===== src/rtl/smc_serial_loader.sv =====
// Serial-to-parallel feeder for SMC: six (W, V_GS, V_DS) beats form one packet, out_n returns via valid/ready.
// Result valid 2 cycles after the last beat; in_ready stays low from EVAL until the result is consumed.
module smc_serial_loader #(
  parameter int NUM_FET = 6,
  parameter int DATA_W  = 3,
  parameter int OUT_W   = 8,
  parameter int GAP_MAX = 16
) (
  input  logic              clk,
  input  logic              rst,
  input  logic              in_valid,
  output logic              in_ready,
  input  logic [1:0]        in_mode,
  input  logic [DATA_W-1:0] in_w,
  input  logic [DATA_W-1:0] in_vgs,
  input  logic [DATA_W-1:0] in_vds,
  output logic [1:0]        mode,
  output logic [DATA_W-1:0] W_0,
  output logic [DATA_W-1:0] W_1,
  output logic [DATA_W-1:0] W_2,
  output logic [DATA_W-1:0] W_3,
  output logic [DATA_W-1:0] W_4,
  output logic [DATA_W-1:0] W_5,
  output logic [DATA_W-1:0] V_GS_0,
  output logic [DATA_W-1:0] V_GS_1,
  output logic [DATA_W-1:0] V_GS_2,
  output logic [DATA_W-1:0] V_GS_3,
  output logic [DATA_W-1:0] V_GS_4,
  output logic [DATA_W-1:0] V_GS_5,
  output logic [DATA_W-1:0] V_DS_0,
  output logic [DATA_W-1:0] V_DS_1,
  output logic [DATA_W-1:0] V_DS_2,
  output logic [DATA_W-1:0] V_DS_3,
  output logic [DATA_W-1:0] V_DS_4,
  output logic [DATA_W-1:0] V_DS_5,
  input  logic [OUT_W-1:0]  smc_out_n,
  output logic              out_valid,
  input  logic              out_ready,
  output logic [OUT_W-1:0]  out_n,
  output logic              pkt_drop
);

  localparam int         GAP_W = (GAP_MAX > 0) ? $clog2(GAP_MAX + 1) : 1;
  localparam logic [2:0] LAST  = 3'(NUM_FET - 1);

  typedef enum logic [1:0] {
    COLLECT,
    EVAL,
    HOLD
  } state_t;

  state_t            state_q, state_d;
  logic [2:0]        beat_cnt_q, beat_cnt_d;
  logic [GAP_W-1:0]  gap_cnt_q, gap_cnt_d;
  logic [2:0]        slot;
  logic              beat;
  logic              timeout;

  logic [DATA_W-1:0] w_q   [NUM_FET];
  logic [DATA_W-1:0] vgs_q [NUM_FET];
  logic [DATA_W-1:0] vds_q [NUM_FET];

  always_comb begin
    state_d    = state_q;
    beat_cnt_d = beat_cnt_q;
    gap_cnt_d  = gap_cnt_q;
    in_ready   = 1'b0;
    beat       = 1'b0;
    timeout    = 1'b0;
    slot       = beat_cnt_q;
    case (state_q)
      COLLECT: begin
        in_ready = 1'b1;
        beat     = in_valid;
        timeout  = (GAP_MAX > 0) && (gap_cnt_q == GAP_W'(GAP_MAX));
        // A beat landing on the timeout cycle restarts the packet at slot 0
        slot     = timeout ? 3'd0 : beat_cnt_q;
        if (beat) begin
          gap_cnt_d = '0;
          if (slot == LAST) begin
            beat_cnt_d = '0;
            state_d    = EVAL;
          end else begin
            beat_cnt_d = slot + 3'd1;
          end
        end else if (timeout) begin
          beat_cnt_d = '0;
          gap_cnt_d  = '0;
        end else if ((GAP_MAX > 0) && (beat_cnt_q != '0)) begin
          gap_cnt_d = gap_cnt_q + 1'b1;
        end
      end
      EVAL:    state_d = HOLD;
      HOLD:    if (out_ready) state_d = COLLECT;
      default: state_d = COLLECT;
    endcase
  end

  always_ff @(posedge clk or posedge rst) begin
    if (rst) begin
      state_q    <= COLLECT;
      beat_cnt_q <= '0;
      gap_cnt_q  <= '0;
    end else begin
      state_q    <= state_d;
      beat_cnt_q <= beat_cnt_d;
      gap_cnt_q  <= gap_cnt_d;
    end
  end

  always_ff @(posedge clk or posedge rst) begin
    if (rst) begin
      mode  <= '0;
      out_n <= '0;
      for (int i = 0; i < NUM_FET; i++) begin
        w_q[i]   <= '0;
        vgs_q[i] <= '0;
        vds_q[i] <= '0;
      end
    end else begin
      if (beat) begin
        w_q[slot]   <= in_w;
        vgs_q[slot] <= in_vgs;
        vds_q[slot] <= in_vds;
        if (slot == 3'd0) mode <= in_mode;
      end
      if (state_q == EVAL) out_n <= smc_out_n;
    end
  end

  assign out_valid = (state_q == HOLD);
  assign pkt_drop  = timeout;

  assign W_0    = w_q[0];
  assign W_1    = w_q[1];
  assign W_2    = w_q[2];
  assign W_3    = w_q[3];
  assign W_4    = w_q[4];
  assign W_5    = w_q[5];
  assign V_GS_0 = vgs_q[0];
  assign V_GS_1 = vgs_q[1];
  assign V_GS_2 = vgs_q[2];
  assign V_GS_3 = vgs_q[3];
  assign V_GS_4 = vgs_q[4];
  assign V_GS_5 = vgs_q[5];
  assign V_DS_0 = vds_q[0];
  assign V_DS_1 = vds_q[1];
  assign V_DS_2 = vds_q[2];
  assign V_DS_3 = vds_q[3];
  assign V_DS_4 = vds_q[4];
  assign V_DS_5 = vds_q[5];

endmodule

===== config.mk =====
export PLATFORM = sky130hd
export DESIGN_NAME = smc_serial_loader
export DESIGN_NICKNAME = d
export VERILOG_FILES = /design/src/rtl/smc_serial_loader.sv
export SDC_FILE = /design/constraint.sdc
export NUM_CORES = 1
export LEC_CHECK = 0
export ABC_AREA = 1
export CAP_MARGIN = 5
export CORE_MARGIN = 1.5
export CORE_UTILIZATION = 48
export DETAILED_ROUTE_END_ITERATION = 6
export PLACE_DENSITY = 0.84
export SETUP_SLACK_MARGIN = 0.02
export SYNTH_ARGS = -nofsm -noshare
export SYNTH_HDL_FRONTEND = slang
export SYNTH_SLANG_ARGS = --single-unit

===== constraint.sdc =====
create_clock -name clk -period 2.4 [get_ports clk]
set_input_delay 0.24 -clock clk [delete_from_list [all_inputs] [get_ports clk]]
set_output_delay 0.24 -clock clk [all_outputs]
set_load 0.02 [all_outputs]

# Yosys cells after proc, flatten, opt, wreduce, memory -nomap -nowiden
# Cells that the tools add are included.
[totals]
in_bits = 23
latch_bits = 0
reg_bits = 74
mem_count = 0
ram_bits = 0
out_inout_bits = 67
romBits = 0
word_cells = 62
[op_classes]
reduce_logical = 8
n_eq_ne = 7
n_bitwise = 1
mux = 19
add_sub_neg = 2
shifts = 0
mul = 0
magnitude_cmp = 2
div_mod_pow = 0
[op_table]
columns = ["op", "n"]
rows = [
  ["18-bit bitwise mux", 3],
  ["3-bit two-way mux", 5],
  ["5-bit two-way mux", 3],
  ["3-bit demux with 3-bit select", 1],
  ["2-bit two-way mux", 3],
  ["2-bit case mux with 3 select lines", 1],
  ["3-bit nonzero test", 2],
  ["5-bit by 1-bit adder with 5-bit output, second input constant", 1],
  ["5-bit equality test, second input constant", 1],
  ["4-bit >= comparator, second input constant", 1],
  ["4-bit by 1-bit less-than comparator with 1-bit output, second input constant", 1],
  ["2-bit != test, second input constant", 2],
  ["3-bit NOT with 4-bit output", 1],
  ["2-bit AND reduction", 2],
  ["3-bit by 1-bit adder with 3-bit output, second input constant", 1],
  ["3-bit equality test, second input constant", 1],
  ["3-bit logical NOT", 1],
  ["1-bit two-way mux", 3],
  ["3-bit AND reduction", 1],
  ["2-bit by 1-bit equality test with 1-bit output, second input constant", 1],
  ["2-bit equality test, second input constant", 1],
  ["2-bit logical NOT", 1],
  ["2-bit by 1-bit != test with 1-bit output, second input constant", 1],
  ["1-bit logical AND", 1],
]

# Longest topological paths before layout
# Gate-level depths: netlist of run 1.
[depth]
depth_word = 9
depth_mapped = 11
ltp_nobuf = 10

# Least setup slack after synthesis of run 1
# No wires, ideal clock.
[synth_timing]
kind = "reg-to-reg"
startpoint = "register gap_cnt_q[0]"
endpoint = "register vds_q (netlist bit V_DS_1[0])"
arrival_time_ns = 1.347
synth_period_minus_slack_ns = 1.464
n_path_buf = 1
setup_ns = 0.117
path_stages_with_launch = 12
path_slack_ns = 0.936
t_required_ns = 2.283
cell_sequence = "dfrtp_1 > inv_1 > ha_1 > nand2_1 > inv_2 > nand2_4 > nand2_4 > nor2_8 > buf_6 > nand3_4 > nand2_1 > nand2_1"
[synth_between]
elab_chain_len = 9
elab_cells_between_ends = 10
cone_classes = "order compare (2); eq/ne (1); mux (5); bitwise (1); reduce/logical (1)"
[synth_lines]
columns = ["element", "line", "text"]
rows = [
  ["from (decl)", "54", "logic [GAP_W-1:0] gap_cnt_q, gap_cnt_d;"],
  ["from (signal assigned)", "107", "gap_cnt_q <= gap_cnt_d;"],
  ["5-bit equality test (*)", "75", "timeout = (GAP_MAX > 0) && (gap_cnt_q == GAP_W'(GAP_MAX));"],
  ["3-bit two-way mux (*)", "--", ""],
  ["3-bit two-way mux (*)", "71", "case (state_q)"],
  ["3-bit NOT with 4-bit output (implied by the code) (*)", "124", "vds_q[slot] <= in_vds;"],
  ["4-bit >= comparator (implied by the code) / 4-bit by 1-bit less-than comparator with 1-bit output (equally long branches)", "124", ""],
  ["1-bit logical AND (implied by the code)", "124", ""],
  ["3-bit two-way mux (implied by the code)", "124", ""],
  ["3-bit demux with 3-bit select (*)", "124", ""],
  ["18-bit bitwise mux (*)", "124", ""],
  ["to (signal, indexed assignment)", "124", ""],
  ["to (decl)", "61", "logic [DATA_W-1:0] vds_q [NUM_FET];"],
]
# Every way passes the cells marked *; elsewhere a longest branch is shown, timed or not.
# A chain may end at the register's enable or synchronous reset.

# Worst setup path in the final report of run 1
[layout_timing]
startpoint = "register gap_cnt_q[0]"
endpoint = "output pkt_drop"
[layout_between]
elab_chain_len = 2
[layout_lines]
columns = ["element", "line", "text"]
rows = [
  ["5-bit equality test", "75", ""],
  ["1-bit two-way mux", "71", ""],
  ["to (decl)", "40", "output logic pkt_drop"],
]
# Every way passes these cells.

==> results of run 1 <==
final timing paths:
| path | slack (ns) | cells after the start | from | to |
|---|---|---|---|---|
| hold / removal | 0.29 | 3 | rst | V_GS_5[2] |
| hold reg to reg | 0.48 | 2 | V_DS_1[2] | V_DS_1[2] |
| setup reg to reg | 0.59 | 10 | gap_cnt_q[0] | W_2[2] |
| setup / recovery | 0.19 | 7 | gap_cnt_q[0] | pkt_drop |
| max in group asynchronous | 1.79 | 3 | rst | mode[1] |
| min in group clk | 0.48 | 2 | out_ready | state_q[1] |
metrics by stage:
step / std cells / cell area (um^2) / hold slack (ns)
6_report: 492 / 4320 / 0.286
5_1_grt: 492 / 4320 / 0.350
4_1_cts: 492 / 4320 / 0.306
3_5_place_dp: 476 / 4140 / 0.466
3_3_place_gp: 476 / 4140 / 0.460
2_1_floorplan: 317 / 3200 / 0.347
logic make-up (layout without fill, tap and decap cells):
| kind of cell | count (synthesis) | in the layout | share of synthesized area [%] |
|---|---|---|---|
| AND/OR/NAND/NOR | 144 | 144 | 22.4 |
| buffers and inverters | 33 | 131 | 5.04 |
| adder cells (fa/ha/maj) | 2 | 2 | 0.782 |
| flip-flops | 74 | 74 | 57.9 |
| AO/OA/AOI/OAI | 55 | 55 | 10.8 |
| XOR/XNOR | 1 | 1 | 0.274 |
| multiplexers | 8 | 8 | 2.82 |
power by group:
| part | internal (W) | switching (W) |
|---|---|---|
| combinational | 0.00132 | 0.00164 |
| sequential | 0.00181 | 0.000368 |
| clock | 0.000480 | 0.000436 |
worst max-delay path: stages (launching register included):
cell	delay, ns
sky130_fd_sc_hd__dfrtp_1	0.41
sky130_fd_sc_hd__inv_1	0.09
sky130_fd_sc_hd__ha_1	0.15
sky130_fd_sc_hd__nand2_1	0.06
sky130_fd_sc_hd__inv_2	0.08
sky130_fd_sc_hd__nand3_2	0.14
sky130_fd_sc_hd__inv_1	0.10
sky130_fd_sc_hd__clkdlybuf4s50_1	0.60
Yosys cell counts (3+ instances only):
master                      n
sky130_fd_sc_hd__nand2_1  101
sky130_fd_sc_hd__dfrtp_1   74
sky130_fd_sc_hd__inv_1     22
sky130_fd_sc_hd__o21ai_1   20
sky130_fd_sc_hd__o21ai_2   18
sky130_fd_sc_hd__o21ai_0   16
sky130_fd_sc_hd__nand4_1   12
sky130_fd_sc_hd__mux2_2     8
sky130_fd_sc_hd__nand3_1    8
sky130_fd_sc_hd__nor2_1     5
sky130_fd_sc_hd__buf_6      4
sky130_fd_sc_hd__nand2_4    4
sky130_fd_sc_hd__buf_2      3
sky130_fd_sc_hd__inv_2      3
sky130_fd_sc_hd__nand2_2    3
sky130_fd_sc_hd__nor2_4     3
per-layer routing:
layer | vias up | wire [um] | track usage (%)
met5 | - | 0 | 0
met4 | 0 | 79 | 7.18
met3 | 7 | 450 | 5.01
met2 | 79 | 3160 | 30.8
met1 | 1192 | 3250 | 29.4
li1 | 1230 | - | -
final cells by class:
class                      count  area share [%]
sequential                    74            42.8
multi-input combinational    210            27.4
timing repair buffer          90            21.1
clock buffer                  11            3.04
tap                           77            2.23
inverter                      25            2.17
clock inverter                 5            1.24
==> impl_results.md, run 1 <==
- GR Overflow Total: 0
- Fmax achieved: 452 MHz
- FF+latch area: 1850 um^2
- Reg with most FFs: out_n
- Setup TNS: 0 ns
- H-tree Lvls: 3
- Routed length per instance: 14.1 um
- Final RePlAce weighted congestion: 0.832
- Post-route DRC violation count: 0
- Worst slew pin tran: 0.585 ns
- Largest registers: out_n: 8 flops, gap_cnt_q: 5 flops
- Num ports: 90
- Share of cells above drive strength 1: 14.9%
- Post-synthesis sequential element count: 74
- Post-layout minimum cycle time: 2.21 ns
- Category of the worst setup path capture point: primary output
- Leakage power: 2.06 nW
- Count of input and output buffers: 89
- Area used by multi-input combinational logic: 1190 um^2
- Final WL: 6940 um
- Skew-Pair Late Insertion Delay: 0.34 ns
- Number of synthesized flops with an enable pin: 0
- DIE WIDTH: 84.6 um
- Inserted Clock Buffers: 9
- Die Outline Area: 7160 um^2
- Antenna violations before repair: 0
- Final standard cell utilization of the core: 67.7%
- Worst EP required: 2.16 ns
- TritonCTS clock tree: built
- Commonest cells after routing, fill and taps aside: sky130_fd_sc_hd__nand2_1 (101), sky130_fd_sc_hd__clkdlybuf4s50_1 (89), sky130_fd_sc_hd__dfrtp_1 (74)
- Proportion of netlist area held by the largest area contributor: 57.9%
- CTS Root Cell: sky130_fd_sc_hd__clkbuf_8
- Most common cell after layout, fill and taps aside: sky130_fd_sc_hd__nand2_1
- Synth-to-layout area growth: 35.2%
- Critical setup path kind: reg2out
- Effective utilization at floorplan: 50.1%
- Overall power after layout: 0.00606 W
- Number of nets in the finished design: 435
- Maximum buffer depth of the clock tree: 2
- Final slew viol count: 0
- Worst slack after detailed placement: 0.540 ns
- Number of library cell types mapped by synthesis: 25
- Maximum resistive drop on vdd: 0.000950 V
- Power density over cell area: 1400 nW/um^2
- Resized Gates After CTS: 0
- Per-cell via count in the routed design: 5.10
- Proportion of synthesized flip-flops having asynchronous set or reset: 100%
- Number of detailed-routing iterations run before antenna repair: 4
- Post-CTS Setup Bufs: 0
- Sequential-to-total area share from yosys stat: 57.9%
- Maximum fanout along the worst path: 5
- Mean post-synth cell area: 10.1 um^2
- Arrival time of data at the critical path endpoint: 1.97 ns
- Clock-pin slew on the worst setup and hold paths: 0.07 ns
- Most used flip-flop cell after synthesis: sky130_fd_sc_hd__dfrtp_1
- Most area-consuming cells after synthesis: sky130_fd_sc_hd__dfrtp_1 (58%), sky130_fd_sc_hd__nand2_1 (12%), sky130_fd_sc_hd__o21ai_2 (4.9%)
- Row count: 29
- Flip-flop count of the largest register, all copies and words added: 8
- Yosys warns: 0
- Critical path startpoint category: flip-flop
- Fin. Hold Viols: 0
- Result of the run: finished clean
- Number of global-route vias before repair: 2411
- Tightest slew margin relative to the limit: 60.9%
- Clk sinks: 74
- Post-CTS Hold Fix Bufs: 0
- Final WS setup: 0.187 ns
- Half-perimeter wire length after detailed placement: 5010 um
- Pin count of the biggest net entering global routing: 75
- Global-route wire length before repair: 11700 um
- Number of antenna-violating nets in the routed design: 0
- Cell type with the highest aggregate area in the netlist: sky130_fd_sc_hd__dfrtp_1
- Final Setup Violations: 0
- Total of fill cells in the finished design: 513
- Post-synth net total: 342
- Floorplan Core Area: 6390 um^2
- Synth Instances: 317
- Number of violations reported at the end of detailed-routing iteration 0: 229
- Diode insertion count for antenna repair: 0
- Total GRT Usage: 20.5%
- RSZ-0062 raised after global routing: no
- Min-delay worst type: in2async
- Die Height: 84.6 um
- Clock Skews: 0.00737 ns
- Number of maximum-capacitance constraint violations: 0
- Final cycle utilization of the critical path: 92.2%
- Total vias in the final route: 2508
- Cell area after technology mapping: 3200 um^2
Power figures use the tool's default switching activity.
==> run 2: changes to the inputs <==
Settings changed: SKIP_LAST_GASP set to 1.
==> results of run 2 <==
Final layout, timing and power as in run 1 (identical DEF).
